--- src/rtl/sap_control_sequencer_pkg.sv ---
// Shared definitions for the SAP-1 control sequencer: opcodes, T-state
// one-hot encodings and control-word bit positions used for probe packing.
package sap_control_sequencer_pkg;

  localparam logic [3:0] OP_LDA = 4'b0000;
  localparam logic [3:0] OP_ADD = 4'b0001;
  localparam logic [3:0] OP_SUB = 4'b0010;
  localparam logic [3:0] OP_JMP = 4'b0110;
  localparam logic [3:0] OP_JC  = 4'b0111;
  localparam logic [3:0] OP_JZ  = 4'b1000;
  localparam logic [3:0] OP_OUT = 4'b1110;
  localparam logic [3:0] OP_HLT = 4'b1111;

  typedef enum logic [5:0] {
    T1 = 6'b000001,
    T2 = 6'b000010,
    T3 = 6'b000100,
    T4 = 6'b001000,
    T5 = 6'b010000,
    T6 = 6'b100000
  } t_state_e;

  localparam int unsigned CW_PC_INC   = 0;
  localparam int unsigned CW_PC_OUT   = 1;
  localparam int unsigned CW_PC_LOAD  = 2;
  localparam int unsigned CW_MAR_LOAD = 3;
  localparam int unsigned CW_RAM_OUT  = 4;
  localparam int unsigned CW_IR_LOAD  = 5;
  localparam int unsigned CW_IR_OUT   = 6;
  localparam int unsigned CW_A_LOAD   = 7;
  localparam int unsigned CW_A_OUT    = 8;
  localparam int unsigned CW_B_LOAD   = 9;
  localparam int unsigned CW_ALU_OUT  = 10;
  localparam int unsigned CW_ALU_SUB  = 11;
  localparam int unsigned CW_OUT_LOAD = 12;
  localparam int unsigned CW_W        = 13;

endpackage

--- src/rtl/sap_control_sequencer_if.sv ---
// Sequencer <-> datapath bundle: opcode/ALU status in, W-bus control strobes out.
interface sap_control_sequencer_if;
  logic [3:0] ir_opcode;
  logic       alu_c;
  logic       alu_z;
  logic       pc_inc;
  logic       pc_out;
  logic       pc_load;
  logic       mar_load;
  logic       ram_out;
  logic       ir_load;
  logic       ir_out;
  logic       a_load;
  logic       a_out;
  logic       b_load;
  logic       alu_out;
  logic       alu_sub;
  logic       out_load;
  logic       halted;
  logic [5:0] t_state;
  logic [1:0] flags;

  modport master (
    input  ir_opcode, alu_c, alu_z,
    output pc_inc, pc_out, pc_load, mar_load, ram_out, ir_load, ir_out,
           a_load, a_out, b_load, alu_out, alu_sub, out_load,
           halted, t_state, flags
  );

  modport slave (
    output ir_opcode, alu_c, alu_z,
    input  pc_inc, pc_out, pc_load, mar_load, ram_out, ir_load, ir_out,
           a_load, a_out, b_load, alu_out, alu_sub, out_load,
           halted, t_state, flags
  );
endinterface

--- src/rtl/sap_control_sequencer_ring_counter.sv ---
// One-hot T1..T6 ring with synchronous reset, hold and early wrap back to T1.
module sap_ring_counter
  import sap_control_sequencer_pkg::*;
(
  input  logic     clk,
  input  logic     rst_i,
  input  logic     hold_i,
  input  logic     wrap_i,
  output t_state_e state_o
);
  t_state_e state_q, state_d;

  always_ff @(posedge clk) begin
    if (rst_i) state_q <= T1;
    else       state_q <= state_d;
  end

  // hold wins over wrap so a halt in T4 stays frozen even in short-cycle mode
  always_comb begin
    state_d = state_q;
    if (!hold_i) begin
      if (wrap_i) state_d = T1;
      else        state_d = t_state_e'({state_q[4:0], state_q[5]});
    end
  end

  assign state_o = state_q;
endmodule

--- src/rtl/sap_control_sequencer.sv ---
// SAP-1 control unit: T-state ring, opcode decode to W-bus strobes, C/Z flags, halt.
// Conditional jumps (JMP/JC/JZ) are built only when SAP_COND_JUMP_EN is defined.
module sap_control_sequencer
  import sap_control_sequencer_pkg::*;
#(
  parameter bit SHORT_CYCLE = 1'b0
) (
  input  logic                      clk,
  input  logic                      reset,
  sap_control_sequencer_if.master   bus
);
  t_state_e          t_state;
  logic              halted_q, halted_d;
  logic [1:0]        flags_q, flags_d;
  logic [CW_W-1:0]   cw;
  logic              hold, wrap;
  logic              is_hlt_t4, is_alu_op;

  assign is_hlt_t4 = (t_state == T4) && (bus.ir_opcode == OP_HLT);
  assign is_alu_op = (bus.ir_opcode == OP_ADD) || (bus.ir_opcode == OP_SUB);
  assign hold      = halted_q || is_hlt_t4;

  // Early return: LDA is done after T5; everything except LDA/ADD/SUB after T4.
  always_comb begin
    wrap = 1'b0;
    if (SHORT_CYCLE) begin
      if (t_state == T5 && bus.ir_opcode == OP_LDA) wrap = 1'b1;
      if (t_state == T4 && bus.ir_opcode != OP_LDA && !is_alu_op) wrap = 1'b1;
    end
  end

  sap_ring_counter u_ring (
    .clk     (clk),
    .rst_i   (reset),
    .hold_i  (hold),
    .wrap_i  (wrap),
    .state_o (t_state)
  );

  always_comb begin
    halted_d = halted_q;
    flags_d  = flags_q;
    if (is_hlt_t4) halted_d = 1'b1;
    if (t_state == T6 && !halted_q && is_alu_op) flags_d = {bus.alu_c, bus.alu_z};
  end

  always_ff @(posedge clk) begin
    if (reset) begin
      halted_q <= 1'b0;
      flags_q  <= '0;
    end else begin
      halted_q <= halted_d;
      flags_q  <= flags_d;
    end
  end

  always_comb begin
    cw = '0;
    case (t_state)
      T1: begin cw[CW_PC_OUT] = 1'b1; cw[CW_MAR_LOAD] = 1'b1; end
      T2: cw[CW_PC_INC] = 1'b1;
      T3: begin cw[CW_RAM_OUT] = 1'b1; cw[CW_IR_LOAD] = 1'b1; end
      T4: begin
        case (bus.ir_opcode)
          OP_LDA, OP_ADD, OP_SUB: begin cw[CW_IR_OUT] = 1'b1; cw[CW_MAR_LOAD] = 1'b1; end
          OP_OUT: begin cw[CW_A_OUT] = 1'b1; cw[CW_OUT_LOAD] = 1'b1; end
`ifdef SAP_COND_JUMP_EN
          OP_JMP: begin cw[CW_IR_OUT] = 1'b1; cw[CW_PC_LOAD] = 1'b1; end
          OP_JC: if (flags_q[1]) begin cw[CW_IR_OUT] = 1'b1; cw[CW_PC_LOAD] = 1'b1; end
          OP_JZ: if (flags_q[0]) begin cw[CW_IR_OUT] = 1'b1; cw[CW_PC_LOAD] = 1'b1; end
`endif
          default: ;
        endcase
      end
      T5: begin
        if (bus.ir_opcode == OP_LDA) begin cw[CW_RAM_OUT] = 1'b1; cw[CW_A_LOAD] = 1'b1; end
        if (is_alu_op)               begin cw[CW_RAM_OUT] = 1'b1; cw[CW_B_LOAD] = 1'b1; end
      end
      T6: begin
        if (is_alu_op) begin cw[CW_ALU_OUT] = 1'b1; cw[CW_A_LOAD] = 1'b1; end
        if (bus.ir_opcode == OP_SUB) cw[CW_ALU_SUB] = 1'b1;
      end
      default: ;
    endcase
    if (reset || halted_q) cw = '0;
  end

  assign bus.pc_inc   = cw[CW_PC_INC];
  assign bus.pc_out   = cw[CW_PC_OUT];
  assign bus.pc_load  = cw[CW_PC_LOAD];
  assign bus.mar_load = cw[CW_MAR_LOAD];
  assign bus.ram_out  = cw[CW_RAM_OUT];
  assign bus.ir_load  = cw[CW_IR_LOAD];
  assign bus.ir_out   = cw[CW_IR_OUT];
  assign bus.a_load   = cw[CW_A_LOAD];
  assign bus.a_out    = cw[CW_A_OUT];
  assign bus.b_load   = cw[CW_B_LOAD];
  assign bus.alu_out  = cw[CW_ALU_OUT];
  assign bus.alu_sub  = cw[CW_ALU_SUB];
  assign bus.out_load = cw[CW_OUT_LOAD];
  assign bus.halted   = halted_q;
  assign bus.t_state  = t_state;
  assign bus.flags    = flags_q;
endmodule

--- src/flat_wrapper.sv ---
// flat-port wrapper written by rule: the top's interface ports become plain ports
module sap_control_sequencer_flat import sap_control_sequencer_pkg::*;
#(
  parameter bit SHORT_CYCLE = 1'b0
)
  (clk, reset, bus_ir_opcode, bus_alu_c, bus_alu_z, bus_pc_inc, bus_pc_out, bus_pc_load, bus_mar_load, bus_ram_out, bus_ir_load, bus_ir_out, bus_a_load, bus_a_out, bus_b_load, bus_alu_out, bus_alu_sub, bus_out_load, bus_halted, bus_t_state, bus_flags);
  sap_control_sequencer_if bus_i ();
  input  logic clk;
  input  logic reset;
  input wire logic [$bits(bus_i.ir_opcode)-1:0] bus_ir_opcode;
  input wire logic [$bits(bus_i.alu_c)-1:0] bus_alu_c;
  input wire logic [$bits(bus_i.alu_z)-1:0] bus_alu_z;
  output wire logic [$bits(bus_i.pc_inc)-1:0] bus_pc_inc;
  output wire logic [$bits(bus_i.pc_out)-1:0] bus_pc_out;
  output wire logic [$bits(bus_i.pc_load)-1:0] bus_pc_load;
  output wire logic [$bits(bus_i.mar_load)-1:0] bus_mar_load;
  output wire logic [$bits(bus_i.ram_out)-1:0] bus_ram_out;
  output wire logic [$bits(bus_i.ir_load)-1:0] bus_ir_load;
  output wire logic [$bits(bus_i.ir_out)-1:0] bus_ir_out;
  output wire logic [$bits(bus_i.a_load)-1:0] bus_a_load;
  output wire logic [$bits(bus_i.a_out)-1:0] bus_a_out;
  output wire logic [$bits(bus_i.b_load)-1:0] bus_b_load;
  output wire logic [$bits(bus_i.alu_out)-1:0] bus_alu_out;
  output wire logic [$bits(bus_i.alu_sub)-1:0] bus_alu_sub;
  output wire logic [$bits(bus_i.out_load)-1:0] bus_out_load;
  output wire logic [$bits(bus_i.halted)-1:0] bus_halted;
  output wire logic [$bits(bus_i.t_state)-1:0] bus_t_state;
  output wire logic [$bits(bus_i.flags)-1:0] bus_flags;
  assign bus_i.ir_opcode = bus_ir_opcode;
  assign bus_i.alu_c = bus_alu_c;
  assign bus_i.alu_z = bus_alu_z;
  assign bus_pc_inc = bus_i.pc_inc;
  assign bus_pc_out = bus_i.pc_out;
  assign bus_pc_load = bus_i.pc_load;
  assign bus_mar_load = bus_i.mar_load;
  assign bus_ram_out = bus_i.ram_out;
  assign bus_ir_load = bus_i.ir_load;
  assign bus_ir_out = bus_i.ir_out;
  assign bus_a_load = bus_i.a_load;
  assign bus_a_out = bus_i.a_out;
  assign bus_b_load = bus_i.b_load;
  assign bus_alu_out = bus_i.alu_out;
  assign bus_alu_sub = bus_i.alu_sub;
  assign bus_out_load = bus_i.out_load;
  assign bus_halted = bus_i.halted;
  assign bus_t_state = bus_i.t_state;
  assign bus_flags = bus_i.flags;
  sap_control_sequencer #(.SHORT_CYCLE(SHORT_CYCLE)) u_core (.clk(clk), .reset(reset), .bus(bus_i));
endmodule
--- config.mk ---
export PLATFORM = sky130hd
export DESIGN_NAME = sap_control_sequencer_flat
export DESIGN_NICKNAME = d
export VERILOG_FILES = /design/src/rtl/sap_control_sequencer_pkg.sv /design/src/rtl/sap_control_sequencer_if.sv /design/src/rtl/sap_control_sequencer_ring_counter.sv /design/src/rtl/sap_control_sequencer.sv /design/src/flat_wrapper.sv
export SDC_FILE = /design/constraint.sdc
export NUM_CORES = 1
export LEC_CHECK = 0
export BUFFER_PORTS_ARGS = -buffer_cell sky130_fd_sc_hd__buf_2
export CAP_MARGIN = 20
export CORE_MARGIN = 2
export CORE_UTILIZATION = 43
export CTS_CLUSTER_DIAMETER = 120
export DETAILED_ROUTE_END_ITERATION = 8
export PLACE_DENSITY = 0.81
export SLEW_MARGIN = 20
export SYNTH_ARGS = -nofsm -noshare
export SYNTH_HDL_FRONTEND = slang
export SYNTH_SLANG_ARGS = --single-unit
--- constraint.sdc ---
create_clock -name clk -period 2.2 [get_ports clk]
set_input_delay 0.55 -clock clk [delete_from_list [all_inputs] [get_ports clk]]
set_output_delay 0.55 -clock clk [all_outputs]
set_load 0.01 [all_outputs]
==> results.toml, run 1 <==
[global_route]
grt_overflow_total = 0
grt_pass1_vias = 500
grt_usage_pct = 19.8
grt_first_pass_wirelength_um = 2100
antenna_found_initial = 0
grt_max_degree = 16

[critical_path]
cp_max_fo = 4
cp_cell_sequence = "nor4b_4, nand4_1, nor4_2, buf_2"
slowest_delay_ns = 0.37
start_kind = "register"
critPathTopFamily = "simple AND/OR/NAND/NOR gates"
worstPathRequired_ns = 1.65
path_buf_inv = 1
path_class = "reg -> out"
end_kind = "output pin"
slowest_stage = "nor4_2"
crit_arrival_ns = 1.70

[placement]
numPortBuffers = 28
routabilityCongestion = 0.805
hpwl_um = 1110
placed_cell_area_um2 = 754
dp_cells = 110

[cells_and_area]
multi_input_area_um2 = 444
layout_commonest_cell = "buf_2"
layout-drive-gt1-share_pct = 55.9
final_cell_count_no_fill = 117
n_fill_cell = 119
final_cell_mix = "buf_2 (28), nand2b_1 (6), mux2i_1 (6), buf_4 (6), dfxtp_1 (6)"
layout.nets = 111
area_delta_synth_final_pct = 45.6
n_antenna_cell = 0
seq_area_um2 = 189
design_area_um2 = 867

[min_path]
hp-class = "reg -> reg"

[sta]
setup_slack_ns = -0.0509
fin_crit_sh_pct = 102
drv_slew = 0
rsz0062_at_grt = "yes"
finalHoldViolCount = 0
setup_viol = 2
finalCriticalPeriod_ns = 2.25
fmax_ghz = 0.444
fin_worst_skew_ns = 0.000626

[route]
drc_errors = 0
vias = 644
wl_um = 1580
viasPerCell = 5.50
wire_per_inst_um = 13.5
first_pass_iters = 2
drtIter0Drc = 10
antenna_left = 0

[logic_synthesis]
syn_area_per_cell_um2 = 8.76
yosys_warnings = 0
syn_inst = 68
syn_area_um2 = 596
synth.net_count = 76
synthArstFlopShare_pct = 0
synth_seq_area_share_pct = 30.3
ys_types = 36
synth_edf_count = 0
synthFlopType = "dfxtp_1"
ys_ff_latch = 9

[run_status]
status = "complete, but fails checks"
failed_checks = "negative setup slack"

[clocking]
cts_inserted_buffers = 3
cts_buffer_depth = 2
cts_tree = "done"
clk_pin_slew_worst_paths_ns = 0.06
cts_sinks = 9
clkLatencyLatePin_ns = 0.26
cts-root-buf = "clkbuf_4"
cts_max_level = 1

[floorplanning]
fp.coreArea_um2 = 1300
die_w_um = 41.2
pin_count = 30
fp.dieH_um = 41.2
start_util_pct = 45.8
design.die.area_um2 = 1700
rows = 13

[power_and_ir_drop]
peakVddDrop_mv = 0.325
powerDensity_nw_per_um2 = 424
p_leak_nw = 0.379

[flow_run]
maxCapViolCount = 0
[Yosys cell counts, types with 2 or more instances]
cell      n  area [um^2]
nor2_1    6         22.5
buf_4     2         15.0
nor2b_1   3         18.8
nor3_1    2         10.0
nor3b_1   2         15.0
or2b_2    3         26.3
nor4_1    3         18.8
mux2i_1   6         60.1
dfxtp_1   9          180
nand2b_1  6         37.5
[stage by stage]
| step | worst slack, ns | hold slack (ns) | TNS, ns | total power [mW] | util [%] |
|---|---|---|---|---|---|
| 3_5_place_dp | 0.0462 | 0.475 | 0 | 0.239 | 58.0 |
| 5_1_grt | -0.186 | 0.510 | -0.500 | 0.388 | 66.6 |
| 3_3_place_gp | 0.0907 | 0.469 | 0 | 0.237 | 58.0 |
| 4_1_cts | 0.0213 | 0.483 | 0 | 0.367 | 61.3 |
| 6_report | -0.0509 | 0.480 | -0.0990 | 0.368 | 66.6 |
| 2_1_floorplan | 0.0470 | 0.492 | 0 | 0.214 | - |
[per-layer routing]
metal | global-route usage, % | wire length [um] | up-vias
li1 | - | - | 315
met1 | 23.5 | 694 | 311
met2 | 31.6 | 785 | 14
met3 | 3.26 | 56 | 4
met4 | 14.5 | 42 | 0
met5 | 0 | 0 | -
[final cells by class]
type                    count  area share (%)
multi-input cells          54            51.2
well taps                  15            2.16
flip-flops and latches      9            21.8
clock buffers               4            3.03
inverters                   1           0.433
repair buffers             34            21.4
[cell families after synthesis]
logic type | synth area share (%)
buf+inv | 4.41
flops | 30.3
xor+xnor | 2.73
compound gates | 10.3
simple gates | 41.6
mux | 10.1
other cells | 0.630
[final timing paths]
kind,startpoint,end,slack (ns),depth (start not counted)
max,u_core.u_ring.state_o[2],bus_out_load,-0.05,4
min,u_core.bus.flags[0],u_core.bus.flags[0],0.48,2
max reg2reg,u_core.u_ring.state_o[2],u_core.bus.flags[1],0.49,4
min reg2reg,u_core.bus.flags[0],u_core.bus.flags[0],0.48,2
[power breakdown]
part	switching, mW	internal (mW)
Combinational	0.0367	0.0332
Sequential	0.00784	0.166
Clock	0.0542	0.0697
Total	0.0988	0.269
[worst reg2reg max path, cell delays in order, from the launching register on]
cell	delay, ns
dfxtp_4	0.36
buf_4	0.15
or4_1	0.50
nor4_2	0.40
mux2i_1	0.24
[sequential cells by signal, indices dropped and copies added (netlist names)]
name                   count
u_core.bus.halted          1
u_core.u_ring.state_o      6
u_core.bus.flags           2
[timing repair]
item / 4_1_cts / 5_1_grt
setup endpoints to repair: 3 / 9
setup buffers: 0 / 3
hold buffers: 0 / 0
pin swaps: 0 / 4
gates resized for setup: 3 / 11
Note: power is estimated with default switching activity, not from simulation.
==> inputs of run 2 (changes only) <==
Settings changed: ABC_AREA set to 1, CORE_UTILIZATION 43 to 44, PLACE_DENSITY 0.81 to 0.82.
==> run 2 against run 1 <==
Against the previous run:
- the run now ends clean
- global-route usage down 3.8 points
- critical path type is now in -> out
- worst hold slack got worse by 0.0052 ns
- setup slack improved by 0.23 ns
- largest power group unchanged
- sequential power barely moved
- largest cell class unchanged
- sequential share of layout area grew 1.5 points
- die area increased by 1.5%
- clock-buffer cell count unchanged
- cell count up 19%
==> results.toml, run 2 <==
[run_status]
status = "finished clean"

[route]
drtIter0Drc = 27
viasPerCell = 4.82
vias = 670
wl_um = 1380
first_pass_iters = 4
wire_per_inst_um = 9.92
drc_errors = 0
antenna_left = 0

[clocking]
clkLatencyLatePin_ns = 0.25
cts_sinks = 9
cts_setup_buffers = 0
cts_resized = 0
cts-root-buf = "clkbuf_4"
cts_buffer_depth = 2
cts.hold.buffers_added = 0
clk_pin_slew_worst_paths_ns = 0.06
cts_tree = "done"
cts_max_level = 1
cts_inserted_buffers = 3

[logic_synthesis]
synth.net_count = 104
yosysTopAreaCellShare_pct = 29.1
yosys_warnings = 0
synth_seq_area_share_pct = 29.1
syn_area_per_cell_um2 = 6.45
synth_edf_count = 0
ys_ff_latch = 9
synthFlopType = "dfxtp_1"
syn_area_um2 = 619
synth_top_area_cell = "dfxtp_1"
synth_top_cells_by_count = "nor2_1 (20), nand2_1 (16), dfxtp_1 (9)"
yosys.cell_count.top_type = "nor2_1"
syn_inst = 96
ys_types = 23
ys_top_cells_by_area = "dfxtp_1 (29%), nor2_1 (12%), nand2_1 (9.7%), nand3_2 (6.5%), nand3_1 (5.7%)"
synthArstFlopShare_pct = 0

[power_and_ir_drop]
peakVddDrop_mv = 0.242
powerDensity_nw_per_um2 = 458
p_leak_nw = 0.426

[cells_and_area]
largest_reg_flops = 6
n_fill_cell = 130
multi_input_area_um2 = 363
layout.nets = 133
area_delta_synth_final_pct = 24.8
n_antenna_cell = 0
seq_area_um2 = 180
fin_util_pct = 59.4
design_area_um2 = 773
layout_commonest_cell = "buf_2"
final_cell_mix = "buf_2 (28), nor2_1 (20), nand2_1 (16)"
layout-drive-gt1-share_pct = 36.3

[placement]
numPortBuffers = 28
dp_slack_ns = 0.179
hpwl_um = 1120
routabilityCongestion = 0.828
placed_cell_area_um2 = 747

[sta]
fin_worst_skew_ns = 0.00489
fin_tns_setup_ns = 0
finalHoldViolCount = 0
drv_slew = 0
setup_viol = 0
fmax_ghz = 0.496
rsz0062_at_grt = "no"
setup_slack_ns = 0.184
finalCriticalPeriod_ns = 2.02
holdWs_ns = 0.475
fin_crit_sh_pct = 91.6

[global_route]
grt_first_pass_wirelength_um = 2220
grt_max_degree = 13
grt_pass1_vias = 537
antenna_found_initial = 0
grt_usage_pct = 16.0
grt_overflow_total = 0

[floorplanning]
pin_count = 30
fp.coreArea_um2 = 1300
fp.dieH_um = 41.5
die_w_um = 41.5
rows = 13
design.die.area_um2 = 1720
start_util_pct = 47.6

[flow_run]
maxCapViolCount = 0

[critical_path]
path_common_cell = "buf_2"
cp_cell_sequence = "buf_2, nor2_2, nand3_1, nor3_1, buf_2"
start_kind = "primary input"
cp_max_fo = 6
crit_arrival_ns = 1.47
slowest_delay_ns = 0.26
slowest_stage = "nor3_1"
path_class = "in -> out"
worstPathRequired_ns = 1.65
end_kind = "output pin"

[min_path]
hp-class = "reg -> reg"
run 2: cell types whose count changed in the layout (fill, tap and decap cells not counted), sizes merged, moves of 4 or more:
cell,previous run,this run
a21oi,1,5
buf,34,28
inv,1,11
mux2i,6,1
nand2,1,18
nand2b,6,0
nand3,1,11
nor2,6,24
run 2: final timing paths:
| kind | startpoint | to | slack (ns) | cells past startpoint |
|---|---|---|---|---|
| setup / recovery | reset | bus_a_out | 0.18 | 5 |
| hold / removal | u_core.bus.flags[1] | u_core.bus.flags[1] | 0.48 | 2 |
| setup reg to reg | u_core.bus.halted | u_core.bus.flags[0] | 0.95 | 6 |
| hold reg to reg | u_core.bus.flags[1] | u_core.bus.flags[1] | 0.48 | 2 |
run 2: final cells by class:
type	count	area share [%]
timing repair buffer	28	18.1
tap	15	2.43
inverter	12	5.83
multi-input combinational	71	46.9
clock buffer	4	3.40
sequential	9	23.3
run 2: per-layer routing:
metal	GRT usage (%)	share of wire, %	up-vias	routed length, um
li1	-	-	364	-
met1	22.0	49	282	678
met2	24.7	43	22	596
met3	1.74	6.5	2	90
met4	7.74	0.87	0	12
met5	0	0	-	0
run 2: cell families (layout without fill, tap and decap cells):
logic type | Yosys count | after routing | share of synthesized area, %
and+or+nand+nor | 59 | 59 | 47.7
buffers and inverters | 16 | 44 | 12.3
AOI/OAI and AO/OA | 10 | 10 | 8.69
DFF | 9 | 9 | 29.1
other | 1 | 1 | 0.605
muxes | 1 | 1 | 1.62
run 2: where the power goes:
group          switching [mW]  internal (mW)
registers             0.00587          0.167
logic                  0.0364         0.0215
clock network          0.0534         0.0696
total                  0.0957          0.258
run 2: critical path: cells and delay by family:
family        cells  cell delay (ns)
buf+inv           2             0.30
simple gates      3             0.61
run 2: metrics by stage:
| stage | std cells | power, mW |
|---|---|---|
| after floorplan | 96 | 0.213 |
| after global placement | 135 | 0.233 |
| after detailed placement | 135 | 0.234 |
| after CTS | 139 | 0.359 |
| after global routing | 139 | 0.374 |
| final | 139 | 0.354 |
==> inputs of run 3 (changes only) <==
==> constraint.sdc (replaced) <==
create_clock -name clk -period 2.24 [get_ports clk]
set_input_delay 0.56 -clock clk [delete_from_list [all_inputs] [get_ports clk]]
set_output_delay 0.56 -clock clk [all_outputs]
set_load 0.05 [all_outputs]
==> run 3 against run 2 <==
Against the previous run:
- critical endpoint is now bus_ram_out
- utilization grew 5.3 points
- clock power about the same
- critical path depth unchanged
- sequential share of layout area down 1.9 points
- total power rose by 9.6%
==> results.toml, run 3 (synthesized netlist as in run 2, its figures left out) <==
[run_status]
status = "finished clean"

[power_and_ir_drop]
powerDensity_nw_per_um2 = 461
power_frac_clock_pct = 32.5
power_mw = 0.388
peakVddDrop_mv = 0.259
p_leak_nw = 0.445
cell_internal_pwr_mw = 0.256
p_comb_share_pct = 23.5
power_switching_mw = 0.132
seqPwrFrac_pct = 44.0
switching_share_pct = 34.0

[critical_path]
cp_cell_sequence = "buf_2, nor2_1, nand3_1, o22ai_2, buf_2"
crit_arrival_ns = 1.57
end_kind = "output pin"
cp_max_fo = 4
slowest_stage = "buf_2"
path_class = "in -> out"
slowest_delay_ns = 0.28
path_common_cell = "buf_2"
worstPathRequired_ns = 1.68
start_kind = "primary input"

[clocking]
cts_resized = 0
cts_tree = "done"
cts_setup_buffers = 0
cts-root-buf = "clkbuf_4"
clk_pin_slew_worst_paths_ns = 0.06
cts_inserted_buffers = 3
cts_max_level = 1
cts.hold.buffers_added = 0
cts_buffer_depth = 2
cts_sinks = 9
clkLatencyLatePin_ns = 0.26

[cells_and_area]
final_cell_mix = "buf_2 (26), nor2_1 (18), nand2_1 (16)"
layout-drive-gt1-share_pct = 42.7
final_cell_count_no_fill = 139
area_delta_synth_final_pct = 36.0
largest_reg_flops = 6
layout.nets = 133
n_antenna_cell = 0
layout_commonest_cell = "buf_2"

[floorplanning]
fp.coreArea_um2 = 1300
rows = 13
start_util_pct = 47.6
die_w_um = 41.5
fp.dieH_um = 41.5
pin_count = 30
design.die.area_um2 = 1720

[global_route]
antenna_found_initial = 0
grtUsageMet1_pct = 26.2
grt_max_degree = 13
grt_util_met2_pct = 24.7
busiest_layer = "met1"
grt_pass1_vias = 549
grt_first_pass_wirelength_um = 2470
grtUsageMet3_pct = 2.17
grt_overflow_total = 0
grt_usage_pct = 18.0

[sta]
fmax_ghz = 0.470
setup_viol = 0
finalHoldViolCount = 0
fin_crit_sh_pct = 95.0
finalCriticalPeriod_ns = 2.13
drv_slew = 0
fin_tns_setup_ns = 0
fin_worst_skew_ns = 0.00320

[route]
viasPerCell = 5.06
first_pass_iters = 4
antenna_left = 0
drtIter0Drc = 11
wire_per_inst_um = 11.0
drc_errors = 0
wl_um = 1540
vias = 703

[flow_run]
maxCapViolCount = 0

[placement]
hpwl_um = 1210
routabilityCongestion = 0.834
numPortBuffers = 28
dp_cells = 135

[min_path]
hp-class = "reg -> reg"
==> run 3: metrics by stage <==
step           utilization, %  setup WS (ns)  cell area (um^2)  hold slack [ns]
2_1_floorplan               -         -0.119               678            0.629
3_3_place_gp             61.9         0.0590               806            0.456
3_5_place_dp             61.9         0.0192               806            0.474
4_1_cts                  63.9         0.0205               832            0.489
5_1_grt                  64.7       -0.00648               842            0.513
6_report                 64.7          0.111               842            0.483
==> run 3: per-layer routing <==
| layer | vias up | wire [um] |
|---|---|---|
| li1 | 368 | - |
| met1 | 306 | 729 |
| met2 | 25 | 697 |
| met3 | 4 | 69 |
| met4 | 0 | 38 |
| met5 | - | 0 |
==> run 3: power groups by stage <==
stage | sequential [mW] | clock (mW) | combinational [mW]
after floorplan | 0.188 | 0 | 0.0544
after global placement | 0.174 | 0 | 0.0891
after detailed placement | 0.174 | 0 | 0.0903
after CTS | 0.171 | 0.132 | 0.0905
after global routing | 0.171 | 0.142 | 0.0978
final | 0.171 | 0.126 | 0.0913
==> run 3: path summary, 6_finish.rpt <==
check | from | end | slack, ns | depth (start not counted)
setup reg to reg | u_core.u_ring.state_o[0] | u_core.u_ring.state_o[4] | 0.97 | 6
hold / removal | u_core.bus.flags[0] | u_core.bus.flags[0] | 0.48 | 2
setup / recovery | bus_ir_opcode[2] | bus_ram_out | 0.11 | 5
hold reg to reg | u_core.bus.flags[0] | u_core.bus.flags[0] | 0.48 | 2
==> run 3: final cells by class <==
| class | instances | area [um^2] |
|---|---|---|
| sequential | 9 | 180 |
| fill | 123 | 459 |
| clock buffer | 4 | 26.3 |
| multi-input combinational | 71 | 427 |
| tap | 15 | 18.8 |
| inverter | 12 | 45.0 |
| timing repair buffer | 28 | 145 |
==> run 3: critical path: cells and delay by family <==
| family | cells | cell delay, ns |
|---|---|---|
| compound gates | 1 | 0.19 |
| simple gates | 2 | 0.41 |
| buf+inv | 2 | 0.41 |
